<file path="src/rtl/cam_pkg.sv">
// cam_pkg: shared definitions for the CAM write-side controller.
//   - opcode and FSM state enumerations
//   - default table geometry (ENTRIES / DATA_W)
//   - CAM_DUP_CHECK_EN: 1 when the macro CAM_WRITER_DUP_CHECK_EN is defined,
//     enabling duplicate-key rejection on WRITE and INSERT.
package cam_pkg;

  localparam int CAM_ENTRIES_DEF = 4;
  localparam int CAM_DATA_W_DEF  = 4;

`ifdef CAM_WRITER_DUP_CHECK_EN
  localparam bit CAM_DUP_CHECK_EN = 1'b1;
`else
  localparam bit CAM_DUP_CHECK_EN = 1'b0;
`endif

  typedef enum logic [1:0] {
    OP_WRITE  = 2'b00,
    OP_INVAL  = 2'b01,
    OP_INSERT = 2'b10,
    OP_CLEAR  = 2'b11
  } cam_op_e;

  typedef enum logic [1:0] {
    ST_IDLE   = 2'b00,
    ST_SCAN   = 2'b01,
    ST_COMMIT = 2'b10,
    ST_RESP   = 2'b11
  } cam_state_e;

  // INSERT always needs a free-entry search; WRITE needs a pass over the
  // table only when duplicate keys must be detected.
  function automatic logic op_needs_scan(input cam_op_e op);
    logic res;
    case (op)
      OP_INSERT: res = 1'b1;
      OP_WRITE:  res = CAM_DUP_CHECK_EN;
      OP_INVAL:  res = 1'b0;
      OP_CLEAR:  res = 1'b0;
      default:   res = 1'b0;
    endcase
    return res;
  endfunction

endpackage

</file>
<file path="src/rtl/cam_scan.sv">
// cam_scan: sequential table walker used by cam_writer.
// Examines one entry per cycle while en_i is high, walking index
// 0..ENTRIES-1 and wrapping to 0 after the last entry. Accumulates:
//   free_found_o / free_idx_o : lowest-index invalid entry seen
//   dup_found_o               : a valid entry holds key_i (entry excl_addr_i
//                               ignored when excl_en_i); only when the macro
//                               CAM_WRITER_DUP_CHECK_EN is defined
// Ports:
//   clk, reset (async active-low), clr_i (restart flags and index),
//   en_i (scan step), key_i, excl_en_i, excl_addr_i,
//   table_data_i / table_valid_i (current table), last_o (index at last entry)
module cam_scan
  import cam_pkg::*;
#(
  parameter int ENTRIES = CAM_ENTRIES_DEF,
  parameter int DATA_W  = CAM_DATA_W_DEF
) (
  input  logic                        clk,
  input  logic                        reset,
  input  logic                        clr_i,
  input  logic                        en_i,
  input  logic [DATA_W-1:0]           key_i,
  input  logic                        excl_en_i,
  input  logic [$clog2(ENTRIES)-1:0]  excl_addr_i,
  input  logic [ENTRIES*DATA_W-1:0]   table_data_i,
  input  logic [ENTRIES-1:0]          table_valid_i,
  output logic                        last_o,
  output logic                        free_found_o,
  output logic [$clog2(ENTRIES)-1:0]  free_idx_o,
  output logic                        dup_found_o
);

  localparam int AW = $clog2(ENTRIES);
  localparam logic [AW-1:0] LAST_IDX = AW'(ENTRIES - 1);

  logic [AW-1:0]     idx_q;
  logic              free_found_q;
  logic [AW-1:0]     free_idx_q;
  logic              dup_q;
  logic [DATA_W-1:0] entry_key_s;
  logic              entry_valid_s;
  logic              hit_s;

  // Compare the entry under the scan index against the captured key.
  always_comb begin
    entry_key_s   = table_data_i[idx_q*DATA_W +: DATA_W];
    entry_valid_s = table_valid_i[idx_q];
    if (CAM_DUP_CHECK_EN && entry_valid_s && (entry_key_s == key_i) &&
        !(excl_en_i && (idx_q == excl_addr_i))) begin
      hit_s = 1'b1;
    end else begin
      hit_s = 1'b0;
    end
  end

  // Scan index and sticky result flags.
  always_ff @(posedge clk or negedge reset) begin
    if (!reset) begin
      idx_q        <= {AW{1'b0}};
      free_found_q <= 1'b0;
      free_idx_q   <= {AW{1'b0}};
      dup_q        <= 1'b0;
    end else if (clr_i) begin
      idx_q        <= {AW{1'b0}};
      free_found_q <= 1'b0;
      free_idx_q   <= {AW{1'b0}};
      dup_q        <= 1'b0;
    end else if (en_i) begin
      // First invalid entry wins: later ones must not override it.
      if (!entry_valid_s && !free_found_q) begin
        free_found_q <= 1'b1;
        free_idx_q   <= idx_q;
      end
      if (hit_s) begin
        dup_q <= 1'b1;
      end
      if (idx_q == LAST_IDX) begin
        idx_q <= {AW{1'b0}};
      end else begin
        idx_q <= idx_q + AW'(1'b1);
      end
    end
  end

  assign last_o       = (idx_q == LAST_IDX);
  assign free_found_o = free_found_q;
  assign free_idx_o   = free_idx_q;
  assign dup_found_o  = dup_q;

endmodule

</file>
<file path="src/rtl/cam_writer.sv">
// cam_writer: write-side controller of a small CAM table.
// Accepts WRITE / INVAL / INSERT / CLEAR commands, optionally scans the
// table (cam_scan), commits the update in a single COMMIT cycle and holds a
// response until it is consumed. Table outputs feed the lookup side.
// Optional feature: define CAM_WRITER_DUP_CHECK_EN to reject duplicate keys;
// without it WRITE goes straight to COMMIT and INSERT scans only for space.
// Ports:
//   clk, reset (async active-low)
//   wr_valid/wr_ready, wr_op, wr_addr, wr_data : command channel
//   resp_valid/resp_ready, resp_err, resp_addr  : response channel
//   table_data (entry i at [i*DATA_W +: DATA_W]), table_valid, busy
module cam_writer
  import cam_pkg::*;
#(
  parameter int ENTRIES = CAM_ENTRIES_DEF,
  parameter int DATA_W  = CAM_DATA_W_DEF
) (
  input  logic                        clk,
  input  logic                        reset,
  input  logic                        wr_valid,
  output logic                        wr_ready,
  input  logic [1:0]                  wr_op,
  input  logic [$clog2(ENTRIES)-1:0]  wr_addr,
  input  logic [DATA_W-1:0]           wr_data,
  output logic                        resp_valid,
  input  logic                        resp_ready,
  output logic                        resp_err,
  output logic [$clog2(ENTRIES)-1:0]  resp_addr,
  output logic [ENTRIES*DATA_W-1:0]   table_data,
  output logic [ENTRIES-1:0]          table_valid,
  output logic                        busy
);

  localparam int AW = $clog2(ENTRIES);

  cam_state_e                state_q;
  cam_op_e                   op_q;
  logic [AW-1:0]             addr_q;
  logic [DATA_W-1:0]         data_q;
  logic [ENTRIES*DATA_W-1:0] table_data_q;
  logic [ENTRIES-1:0]        table_valid_q;
  logic                      resp_valid_q;
  logic                      resp_err_q;
  logic [AW-1:0]             resp_addr_q;
  logic                      wr_ready_q;
  logic                      busy_q;

  logic                      accept_s;
  logic                      scan_last_s;
  logic                      free_found_s;
  logic [AW-1:0]             free_idx_s;
  logic                      dup_found_s;
  logic [AW-1:0]             commit_tgt_s;
  logic                      commit_err_d;
  logic [AW-1:0]             commit_addr_d;

  assign accept_s = (state_q == ST_IDLE) && wr_valid;

  cam_scan #(
    .ENTRIES (ENTRIES),
    .DATA_W  (DATA_W)
  ) u_scan (
    .clk           (clk),
    .reset         (reset),
    .clr_i         (accept_s),
    .en_i          (state_q == ST_SCAN),
    .key_i         (data_q),
    .excl_en_i     (op_q == OP_WRITE),
    .excl_addr_i   (addr_q),
    .table_data_i  (table_data_q),
    .table_valid_i (table_valid_q),
    .last_o        (scan_last_s),
    .free_found_o  (free_found_s),
    .free_idx_o    (free_idx_s),
    .dup_found_o   (dup_found_s)
  );

  // Outcome of the captured command once scanning is complete.
  always_comb begin
    commit_err_d = 1'b0;
    commit_tgt_s = {AW{1'b0}};
    case (op_q)
      OP_WRITE: begin
        commit_err_d = dup_found_s;
        commit_tgt_s = addr_q;
      end
      OP_INSERT: begin
        commit_err_d = dup_found_s | ~free_found_s;
        commit_tgt_s = free_idx_s;
      end
      OP_INVAL: begin
        commit_tgt_s = addr_q;
      end
      OP_CLEAR: begin
        commit_tgt_s = {AW{1'b0}};
      end
      default: begin
        commit_err_d = 1'b0;
        commit_tgt_s = {AW{1'b0}};
      end
    endcase
    if (commit_err_d) begin
      commit_addr_d = {AW{1'b0}};
    end else begin
      commit_addr_d = commit_tgt_s;
    end
  end

  // Command FSM, table registers and registered handshake outputs.
  always_ff @(posedge clk or negedge reset) begin
    if (!reset) begin
      state_q       <= ST_IDLE;
      op_q          <= OP_WRITE;
      addr_q        <= {AW{1'b0}};
      data_q        <= {DATA_W{1'b0}};
      table_data_q  <= {(ENTRIES*DATA_W){1'b0}};
      table_valid_q <= {ENTRIES{1'b0}};
      resp_valid_q  <= 1'b0;
      resp_err_q    <= 1'b0;
      resp_addr_q   <= {AW{1'b0}};
      wr_ready_q    <= 1'b1;
      busy_q        <= 1'b0;
    end else begin
      case (state_q)
        ST_IDLE: begin
          if (wr_valid) begin
            op_q       <= cam_op_e'(wr_op);
            addr_q     <= wr_addr;
            data_q     <= wr_data;
            wr_ready_q <= 1'b0;
            busy_q     <= 1'b1;
            if (op_needs_scan(cam_op_e'(wr_op))) begin
              state_q <= ST_SCAN;
            end else begin
              state_q <= ST_COMMIT;
            end
          end
        end
        ST_SCAN: begin
          if (scan_last_s) begin
            state_q <= ST_COMMIT;
          end
        end
        ST_COMMIT: begin
          // The table is only ever modified here, and never on error.
          if (!commit_err_d) begin
            case (op_q)
              OP_WRITE, OP_INSERT: begin
                table_data_q[commit_tgt_s*DATA_W +: DATA_W] <= data_q;
                table_valid_q[commit_tgt_s]                 <= 1'b1;
              end
              OP_INVAL: begin
                table_valid_q[addr_q] <= 1'b0;
              end
              OP_CLEAR: begin
                table_valid_q <= {ENTRIES{1'b0}};
              end
              default: begin
                table_valid_q <= table_valid_q;
              end
            endcase
          end
          resp_err_q  <= commit_err_d;
          resp_addr_q <= commit_addr_d;
          state_q     <= ST_RESP;
        end
        ST_RESP: begin
          // resp_valid rises one cycle after entering RESP.
          if (resp_valid_q && resp_ready) begin
            resp_valid_q <= 1'b0;
            wr_ready_q   <= 1'b1;
            busy_q       <= 1'b0;
            state_q      <= ST_IDLE;
          end else begin
            resp_valid_q <= 1'b1;
          end
        end
        default: begin
          state_q      <= ST_IDLE;
          resp_valid_q <= 1'b0;
          wr_ready_q   <= 1'b1;
          busy_q       <= 1'b0;
        end
      endcase
    end
  end

  assign wr_ready    = wr_ready_q;
  assign busy        = busy_q;
  assign resp_valid  = resp_valid_q;
  assign resp_err    = resp_err_q;
  assign resp_addr   = resp_addr_q;
  assign table_data  = table_data_q;
  assign table_valid = table_valid_q;

endmodule

</file>
<file path="config.mk">
export PLATFORM = sky130hd
export DESIGN_NAME = cam_writer
export DESIGN_NICKNAME = d
export VERILOG_FILES = /design/src/rtl/cam_pkg.sv /design/src/rtl/cam_scan.sv /design/src/rtl/cam_writer.sv
export SDC_FILE = /design/constraint.sdc
export NUM_CORES = 1
export LEC_CHECK = 0
export BUFFER_PORTS_ARGS = -buffer_cell sky130_fd_sc_hd__buf_4
export CAP_MARGIN = 0
export CORE_MARGIN = 2
export CORE_UTILIZATION = 30
export CTS_BUF_LIST = sky130_fd_sc_hd__clkbuf_4
export DETAILED_ROUTE_END_ITERATION = 7
export SYNTH_ARGS = -nofsm -noshare
export SYNTH_HDL_FRONTEND = slang
export SYNTH_SLANG_ARGS = --single-unit
</file>
<file path="constraint.sdc">
create_clock -name clk -period 4.4 [get_ports clk]
set_input_delay 0.44 -clock clk [delete_from_list [all_inputs] [get_ports clk]]
set_output_delay 0.44 -clock clk [all_outputs]
set_load 0.03 [all_outputs]
</file>
======== Word level (Yosys, flattened, before mapping) ========
Cells that the tools add are included.
storage, ports and cells
  bits in registers ....................... 41
  input port bits ......................... 12
  output and inout bits ................... 26
  word-level logic and storage cells ...... 98
operators by class
  $add $sub $neg .......................... 2
  order comparisons ....................... 5
  equal/unequal tests ..................... 13
  shift operators ......................... 2
  mux-type cells .......................... 35
  bitwise gates (word level) .............. 5
  reduce and logical (&&, ||, !) cells .... 22
operators by type and width
  kind                                                                                 count
  4-bit negation with 34-bit output                                                    1
  4-bit by 34-bit variable shift with 16-bit output, first input constant              1
  4-bit by 34-bit variable part select with 16-bit output                              1
  2-bit 2-to-1 mux                                                                     11
  16-bit bitwise mux                                                                   1
  2-bit == test, second input constant                                                 7
  1-bit 2-to-1 mux                                                                     14
  4-bit case mux with 3 select lines                                                   1
  2-bit by 3-bit < comparator with 1-bit output, second input constant                 3
  3-bit AND reduction                                                                  3
  2-bit case mux with 4 select lines                                                   1
  2-bit by 1-bit == test with 1-bit output, second input constant                      3
  2-bit logical NOT                                                                    3
  2-bit != test, second input constant                                                 3
  1-bit case mux with 2 select lines                                                   3
  2-bit case mux with 3 select lines                                                   1
  2-bit AND reduction                                                                  3
  2-bit nonzero test                                                                   3
  1-bit logical AND                                                                    5
  4-bit AND                                                                            1
  1-bit demux with 2-bit select                                                        2
  2-bit by 1-bit greater-or-equal comparator with 1-bit output, second input constant  2
  4-bit NOT                                                                            1
  4-bit OR                                                                             1
  other kinds (6)                                                                      9

======== Logic depth before layout (Yosys ltp) ========
Gate-level depths: netlist of the first run.
  word-level depth ........................ 9
  gate-level depth with buffers ........... 8
  mapped depth without buffers ............ 7

======== Cells and area by module ========
From an unflattened synthesis of the first run, not the netlist that was laid out.
unflattened totals
  cells, all modules ...................... 190
  area total of the unflattened synthesis .. 2152.1 µm²
by module, submodules not included
  module      times used  cells each  area each (µm²)
  cam_writer  1           165         1869.3
  cam_scan    1           25          282.8

======== Worst setup path before layout of the first run ========
OpenSTA, ideal clock, no wires.
  path kind ............................... register to register
  start point ............................. register op_q[0]
  end point ............................... register table_data_q[10], in the netlist table_data[10]
  library setup time ...................... 0.078 ns
  data arrival time ....................... 2.008 ns
  required time ........................... 4.322 ns
  slack ................................... 2.314 ns
  stages on the path, launching flop included .. 9
  path buffers ............................ 1
  cells stage by stage .................... dfrtp_1 clkbuf_1 nand3b_1 o21a_1 inv_1 ha_1 nor2_1 or4b_4 o2bb2ai_1
between the ends
  word-level cells in the longest chain between the ends .. 6
  elaborated cells between the ends (all ways) .. 14
  those cells by class .................... add/sub: 1; eq/ne: 3; shift: 2; mux: 3; bitwise: 1; reduce/logical: 4
ends and longest elaborated chain
  element                                                                                                                       line                                 source
  start, declared                                                                                                               cam_writer.sv:37                     cam_op_e op_q;
  start signal, assigned                                                                                                        cam_writer.sv:127                    op_q <= cam_op_e'(wr_op);
  2-bit by 1-bit == test with 1-bit output or 2-bit logical NOT (tied branches)                                                 cam_writer.sv:82, cam_writer.sv:147
  2-bit OR reduction (no line)                                                                                                  n/a
  2-bit case mux with 3 select lines                                                                                            cam_writer.sv:82                     case (op_q)
  4-bit negation with 34-bit output                                                                                             cam_writer.sv:149                    table_data_q[commit_tgt_s*DATA_W +: DATA_W] <= data_q;
  4-bit by 34-bit variable part select with 16-bit output or 4-bit by 34-bit variable shift with 16-bit output (tied branches)  cam_writer.sv:149
  16-bit bitwise mux                                                                                                            cam_writer.sv:149
  end signal, assigned                                                                                                          cam_writer.sv:116                    table_data_q <= {(ENTRIES*DATA_W){1'b0}};
  end signal, assigned by index                                                                                                 cam_writer.sv:149
  end, declared                                                                                                                 cam_writer.sv:40                     logic [ENTRIES*DATA_W-1:0] table_data_q;
Several ways; a longest one is shown, not always the timed one.
A chain may end at the register's enable or synchronous reset.

======== Worst setup path in the final report of the first run ========
  start point ............................. register state_q[0]
  end point ............................... register table_data_q[7], in the netlist table_data[7]
between the ends
  word-level cells in the longest chain between the ends .. 2
ends and longest elaborated chain
  element                        line               source
  start, declared                cam_writer.sv:36   cam_state_e state_q;
  start signal, assigned         cam_writer.sv:112  state_q <= ST_IDLE;
  start signal, assigned         cam_writer.sv:133  state_q <= ST_SCAN;
  start signal, assigned         cam_writer.sv:135  state_q <= ST_COMMIT;
  2-bit == test                  cam_writer.sv:124  case (state_q)
  3-bit AND reduction (no line)  n/a
Every way passes these cells.

==> results of run 1 <==
==> per-stage QoR <==
step	cell area, um2	util [%]
finish	2540	37.18
global route	2540	37.18
CTS	2540	37.18
detailed placement	2485	36.37
global placement	2485	36.37
floorplan	2130	-
==> synthesized netlist by cell type, drive strengths merged, types with 2 or more instances <==
| cell | n |
|---|---|
| dfrtp | 40 |
| inv | 16 |
| o2bb2ai | 15 |
| ha | 14 |
| nand4 | 12 |
| a31oi | 8 |
| mux2 | 8 |
| o21ai | 8 |
| nand2 | 7 |
| buf | 6 |
| nor2b | 6 |
| a21o | 4 |
| a311oi | 4 |
| a31o | 4 |
| mux2i | 4 |
| nand3 | 4 |
| nor2 | 4 |
| o21a | 4 |
| a21oi | 3 |
| and3b | 2 |
| clkbuf | 2 |
| nand3b | 2 |
| or3b | 2 |
==> power by group <==
| part | switching (mW) | total (mW) | internal (mW) |
|---|---|---|---|
| Combinational | 0.544 | 0.927 | 0.383 |
| Sequential | 0.152 | 0.671 | 0.519 |
| Clock | 0.128 | 0.189 | 0.0605 |
==> state kept, by name, summed over array words and instances (netlist names) <==
signal               count
state_q                  2
u_scan.free_idx_o        2
resp_addr                2
data_q                   4
resp_err                 1
busy                     1
resp_valid               1
addr_q                   2
table_valid              4
table_data              16
wr_ready                 1
u_scan.idx_q             2
u_scan.free_found_o      1
op_q                     2
==> area by class of cell <==
cell class	count	area, um2	share of cell area, %
well taps	96	120.1	4.729
flip-flops and latches	41	1027	40.44
multi-input cells	127	999.7	39.36
repair buffers	37	277.8	10.94
clock buffers	5	37.54	1.478
inverters	16	60.06	2.365
clock inverters	3	17.52	0.6897
==> cell usage in the layout, fill, tap and decap left out, types with 2 or more instances in the layout <==
| master | count |
|---|---|
| dfrtp_1 | 40 |
| buf_4 | 37 |
| inv_1 | 16 |
| o2bb2ai_1 | 15 |
| ha_1 | 14 |
| nand4_1 | 12 |
| a31oi_1 | 8 |
| o21ai_0 | 8 |
| mux2_2 | 8 |
| nand2_1 | 7 |
| nor2b_1 | 6 |
| clkbuf_4 | 5 |
| o21a_1 | 4 |
| nor2_1 | 4 |
| a311oi_1 | 4 |
| mux2i_1 | 4 |
| nand3_1 | 4 |
| a31o_2 | 4 |
| a21o_2 | 3 |
| a21oi_1 | 3 |
| nand3b_1 | 2 |
| or3b_2 | 2 |
| clkinv_2 | 2 |
==> cell families after synthesis <==
kind of cell	count (synthesis)	share of synthesized area, %
DFF	41	48.24
adders and majority gates	14	8.226
buffers and inverters	24	4.818
and+or+nand+nor	46	13.34
AOI/OAI and AO/OA	55	19.27
muxes	12	6.111
==> layer usage <==
layer	wire length (um)	global-route usage, %
met5	0	0
met4	41	4.132
met3	145	2.705
met2	1994	17.84
met1	2375	19.78
==> worst reg2reg max path: stages, from the launching register on <==
cell and delay, ns:
dfrtp_1 0.43, inv_1 0.11, ha_1 0.39, nor2b_1 0.99, nand3_1 0.32, o2bb2ai_1 0.21
==> worst min path at each step <==
| stage | start | to | slack [ns] |
|---|---|---|---|
| floorplan | reset | addr_q[0]$_DFFE_PN0P_ | 0.14 |
| global placement | reset | table_data[15]$_DFFE_PN0P_ | 0.45 |
| detailed placement | reset | table_data[12]$_DFFE_PN0P_ | 0.46 |
| CTS | reset | table_data[14]$_DFFE_PN0P_ | 0.06 |
| global route | reset | table_data[14]$_DFFE_PN0P_ | 0.07 |
| finish | reset | table_data[14]$_DFFE_PN0P_ | 0.05 |
==> summary.md, run 1 <==
| Metric | Value |
|---|---|
| Outcome | finished, final reports clean |
| Slew Viols, Final | 0 |
| Die Footprint | about 7800 um2 |
| Worst slew pin tran | 1.195 ns |
| Fin nets | 254 |
| Clk Latency, worst-skew pair | 0.35 ns |
| Max-cap check violation count | 0 |
| Post-route ant nets | 0 |
| Setup Viol. Count Final | 0 |
| IO buf count | 37 |
| FF-to-FF setup slack | 1.82 ns |
| Crit-path max FO | 20 |
| Placed cells | 317 |
| Fillers | 714 |
| H-tree Lvls | 2 |
| CP Depth | 5 |
| Global-route usage over all layers | 12.82% |
| CP delay by family, top | simple AND/OR/NAND/NOR gates |
| Distinct cell type count after synthesis | 40 |
| Power per cell area | roughly 700 nW/um2 |
| CTS tree | done |
| Syn nets | 218 |
| Number of CTS-inserted buffers | 5 |
| Routability cong. | 0.7776 |
| DP Worst Slack | around 1.8 ns |
| Post-CTS Setup Repair Bufs | 0 |
| Post-route insts no fill | 325 |
| Starting DRT DRC Count | 62 |
| Worst EP required | 4.62 ns |
| Register area share after synthesis | 48.24% |
| Final WS setup | 1.816 ns |
| Worst flop-to-flop path startpoint | state_q[0]$_DFFE_PN0P_ |
| Vias/cell | 4.834 |
| Clk slew on worst S/H paths | 0.13 ns |
| Starting density of the core | approximately 31% |
| Setup TNS | 0 ns |
| Die H | 88.25 um |
| GRT Residual Overflow | 0 |
| Share of Yosys cell area claimed by the top area cell type | 47.00% |
| RSZ-0062 raised after global routing | no |
| WL final | 4557 um |
| CTS resizes | 0 |
| Yosys top cell by area | dfrtp_1 |
| Drt wl/cell | 14.02 um |
| Slowest cell on crit path | nor2b_1 |
| Initial antenna violation count | 0 |
| F_max | 387.0 MHz |
| IO Pins | 38 |
| Top post-synthesis cells by area | dfrtp_1, ha_1, o2bb2ai_1, mux2_2, nand4_1 |
| Final min period | between 2 and 3 ns |
| HPWL after DPL | between 3000 and 4000 um |
| Synth Area per Inst | 11.09 um2 |
| DRC Markers | 0 |
| Worst hold path type | in -> async |
| Synth Instances | 192 |
| Setup crit end | table_data[7]$_DFFE_PN0P_ |
| Final hold violations | 0 |
| Critical path data arrival time | 2.81 ns |
| Number of hold buffers added after CTS | 0 |
| Ys async rst share | 100.0% |
| Row count | 30 |
| Yosys reg bits | 41 |
| Hold_ws | 0.05183 ns |
| Share of layout cells above drive strength 1 | 28.82% |
| First-pass GRT wire length | between 7000 and 8000 um |
| Die width | around 88 um |
| Root buffer cell | clkbuf_4 |
| Yosys warnings | 0 |
| Max VDD drop | 0.2715 mV |
| Synth Cell Area | 2130 um2 |
| Clock buffer depth | 2 |
| Drt first pass iters | 4 |
| WS Path Type | reg -> reg |
| Primary FF master, synth | dfrtp_1 |
| CORE AREA | 6832 um2 |
| Setup crit end kind | flop |
| Critical path startpoint | state_q[0]$_DFFE_PN0P_ |
| Tot Pwr | 1.787 mW |
| # clock sinks | a little over 40 |
| Worst reg2reg path endpoint | table_data[7]$_DFFE_PN0P_ |
| Slew HR | 20.14% |
| Via Count | between 1.5k and 2k |
| Vias in the first global route | 1541 |
| Leakage | 1.156 nW |
| Area Overhead vs Synth | 19.27% |
| Number of flops mapped to enable cells by yosys | 0 |
| CP cell instances | inv_1 > ha_1 > nor2b_1 > nand3_1 > o2bb2ai_1 |
| Largest net degree at the start of global routing | 42 |
| Diode count | 0 |
| Reg2Reg Depth | 5 |
| Final worst-path cycle share | 58.72% |
| Setup Skew | 0.01402 ns |
| CP bufs+invs | 1 |
| Crit path launch type | flop |
| Slowest stage delay, CP | 0.99 ns |
No activity file was read; power rests on OpenSTA's default activity.
==> run 2: changes to the inputs <==
- ABC_AREA: default -> 1
- clock period: 4.4 -> 2.41 ns (I/O delays scaled with it)
==> run 2 against run 1 <==
Net effect:
- final cell count increased by 15%
- clock power is 78% higher
- first-iteration DRC count is 68% higher
- non-clock buffer count increased by 2
- register-to-register slack got worse by 1.3 ns
- die area fell by 3.2%
- core utilization barely moved
- combinational power up 120%
- clock skew hardly changed
- sequential cell count did not move
- sequential power rose by 85%
- wire length is 0.59% lower
- largest power group unchanged
==> summary.md, run 2 <==
| Metric | Value |
|---|---|
| Vias in the first global route | 1731 (+12%) |
| Area Overhead vs Synth | 21.40% |
| IO buf count | 37 (unchanged) |
| Worst EP required | 2.70 ns (-1.92 ns) |
| CTS tree | done |
| Setup TNS | 0 ns (unchanged) |
| Finished Cell Area | 2499 um2 (-1.6%) |
| CP delay by family, top | simple AND/OR/NAND/NOR gates |
| CP bufs+invs | 2 (+1) |
| Most numerous cell in the Yosys netlist | nand2_1 |
| # clock sinks | 41 (unchanged) |
| Starting density of the core | 30.63% (-0.54 points) |
| Flip-flop count of the largest register after layout | 16 (unchanged) |
| Worst hold path depth | 3 |
| Clk slew on worst S/H paths | 0.13 ns (about the same) |
| Slew Viols, Final | 0 (unchanged) |
| F_max | 520.3 MHz (+34%) |
| Hold_ws | 0.09515 ns (+0.04332 ns) |
| Number of CTS-inserted buffers | 5 (unchanged) |
| Critical path data arrival time | 2.21 ns (-0.60 ns) |
| GRT Residual Overflow | 0 (unchanged) |
| Power per cell area | 1434 nW/um2 (+100%) |
| Yosys warnings | 0 (unchanged) |
| Max-cap check violation count | 0 (unchanged) |
| Setup crit end kind | flop |
| Max VDD drop | 0.4279 mV (+58%) |
| Share of layout cells above drive strength 1 | 19.11% (-9.7 points) |
| DP Area | 2434 um2 (-2.1%) |
| CTS resizes | 0 (unchanged) |
| Slew HR | 65.97% (+46 points) |
| CP Depth | 11 (+6) |
| Worst hold path type | in -> reg |
| Via Count | 1701 (+8.3%) |
| Fillers | 707 (-0.98%) |
| Die width | 86.83 um (-1.6%) |
| Synth Cell Area | 2058 um2 (-3.3%) |
| Die Footprint | 7539 um2 (-3.2%) |
| WS Path Type | reg -> reg |
| Final min period | 1.922 ns (-0.6618 ns) |
| Synth Instances | 248 (+29%) |
| Outcome | finished, final reports clean |
| Global-route usage over all layers | 13.11% (+0.29 points) |
| Ys async rst share | 100.0% (unchanged) |
| First-pass GRT wire length | 7783 um (+2.0%) |
| Final worst-path cycle share | 79.75% (+21 points) |
| Seq pwr share | 34.5% (-3.0 points) |
| WL final | 4530 um (-0.59%) |
| Net Sw Power | 1.789 mW (+120%) |
| Top cells by count, synth | nand2_1, dfrtp_1, inv_1 |
| Vias/cell | 4.560 (-5.7%) |
| HPWL after DPL | 3409 um (+3.4%) |
| Power Internal | 1.793 mW (+86%) |
| CORE AREA | 6719 um2 (-1.6%) |
| Commonest non-fill, non-tap cell in the layout | nand2_1 |
| Commonest cells after routing, fill and taps aside | nand2_1, dfrtp_1, buf_4, inv_1, nand3_1 |
| Slowest stage delay, CP | 0.44 ns (-0.55 ns) |
| Routability cong. | 0.8717 (+12%) |
| Register area share after synthesis | 49.91% (+1.7 points) |
| Share of Yosys cell area claimed by the top area cell type | 48.63% (+1.6 points) |
| Setup Viol. Count Final | 0 (unchanged) |
| Row count | 30 (unchanged) |
| Clock share of power | 9.4% (-1.2 points) |
| Root buffer cell | clkbuf_4 |
| DP Worst Slack | 0.5200 ns (-1.320 ns) |
| Synth Area per Inst | 8.299 um2 (-25%) |
| Crit-path max FO | 13 (-35%) |
| Worst slew pin tran | 0.5104 ns (-0.6850 ns) |
| Diode count | 0 (unchanged) |
| Gate power share | 56.1% (+4.2 points) |
| CP cell instances | inv_2 > nor2_4 > nand2_2 > o21ai_4 > inv_4 > ha_1 > nor2_1 > nand2_1 > nor2_1 > nand3_1 > nand2_1 |
| DRC Markers | 0 (unchanged) |
| Final hold violations | 0 (unchanged) |
| Final WS setup | 0.4881 ns (-1.328 ns) |
| Yosys reg bits | 41 (unchanged) |
| Drt first pass iters | 4 (unchanged) |
| Leakage | 1.314 nW (+14%) |
| H-tree Lvls | 2 (unchanged) |
| Largest net degree at the start of global routing | 42 (unchanged) |
| Post-route ant nets | 0 (unchanged) |
| Sw Share | 49.95% (+3.8 points) |
| Starting DRT DRC Count | 104 (+68%) |
| Clk Latency, worst-skew pair | 0.34 ns (about the same) |
| Crit path launch type | flop |
| Syn nets | 274 (+26%) |
| Primary FF master, synth | dfrtp_1 |
| Die H | 86.83 um (-1.6%) |
| Post-CTS Setup Repair Bufs | 0 (unchanged) |
| Reg2Reg Depth | 11 (+6) |
| IO Pins | 38 (unchanged) |
| Fin nets | 318 (+25%) |
| Top post-synthesis cells by area | dfrtp_1, nand2_1, ha_1, nand3_1, o21ai_0 |
| Initial antenna violation count | 0 (unchanged) |
| RSZ-0062 raised after global routing | no |
| Yosys top cell by area | dfrtp_1 |
| Slowest cell on crit path | dfrtp_1 |
| Number of flops mapped to enable cells by yosys | 0 (unchanged) |
| Setup Skew | 0.01405 ns (+0.00002490 ns) |
| Clock buffer depth | 2 (unchanged) |
| Distinct cell type count after synthesis | 23 (-43%) |
| Drt wl/cell | 12.14 um (-13%) |
[run 2: metal layers]
layer  part of all wire (%)  wire [um]  GRT usage, %  up-vias
met2                     44       1981         19.99       33
li1                       -          -             -      885
met3                    3.8        174         3.333        2
met1                     51       2326         18.09      781
met4                    1.0         47         4.545        0
met5                      0          0             0        -
[run 2: per-stage QoR]
stage                     cells  util [%]  power (mW)
final                       373     37.19       3.582
after global routing        373     37.19       3.925
after CTS                   373     37.19       3.628
after detailed placement    364     36.22       3.274
after global placement      364     36.22       3.245
after floorplan             248         -       2.613
[run 2: worst reg2reg max path: stages (launching register included)]
cell and delay [ns]:
dfrtp_1 0.44, inv_2 0.09, nor2_4 0.11, nand2_2 0.07, o21ai_4 0.15, inv_4 0.14, ha_1 0.35, nor2_1 0.14
nand2_1 0.13, nor2_1 0.11, nand3_1 0.08, nand2_1 0.07
[run 2: path summary, 6_finish.rpt]
check / startpoint / endpoint / slack, ns
min: wr_addr[1] / addr_q[1]$_DFFE_PN0P_ / 0.1
max in group asynchronous: reset / table_valid[0]$_DFFE_PN0P_ / 1.65
min in group asynchronous: reset / resp_valid$_DFFE_PN0P_ / 0.39
min reg2reg: wr_ready$_DFFE_PN1P_ / wr_ready$_DFFE_PN1P_ / 0.50
max: op_q[1]$_DFFE_PN0P_ / table_data[10]$_DFFE_PN0P_ / 0.49
max reg2reg: op_q[1]$_DFFE_PN0P_ / table_data[10]$_DFFE_PN0P_ / 0.49
[run 2: repair_timing]
action | CTS | global route
endpoints found under the setup margin | 0 | 0
hold endpoints to repair | 40 | 0
hold buffers | 1 | 0
[run 2: final cells by class]
class | instances | area (um2) | area share (%)
Timing Repair Buffer | 39 | 295.3 | 11.82
Clock buffer | 5 | 37.54 | 1.502
Sequential cell | 41 | 1027 | 41.11
Inverter | 30 | 115.1 | 4.607
Tap cell | 80 | 100.1 | 4.006
Multi-Input combinational cell | 175 | 905.9 | 36.25
Clock inverter | 3 | 17.52 | 0.7011
[run 2: power groups by stage]
stage / clock, mW / sequential, mW / combinational, mW
finish: 0.337 / 1.24 / 2.01
global route: 0.387 / 1.28 / 2.25
CTS: 0.359 / 1.24 / 2.03
detailed placement: 0 / 1.25 / 2.02
global placement: 0 / 1.24 / 2.00
floorplan: 0 / 1.58 / 1.03
[run 2: cells by family (layout without fill, tap and decap cells)]
logic type	count (synthesis)	count (layout)	share of synthesized area (%)
AND/OR/NAND/NOR	124	124	25.47
flip-flops	41	41	49.91
AO/OA/AOI/OAI	37	37	10.03
buffers and inverters	32	77	6.079
adder cells (fa/ha/maj)	14	14	8.511
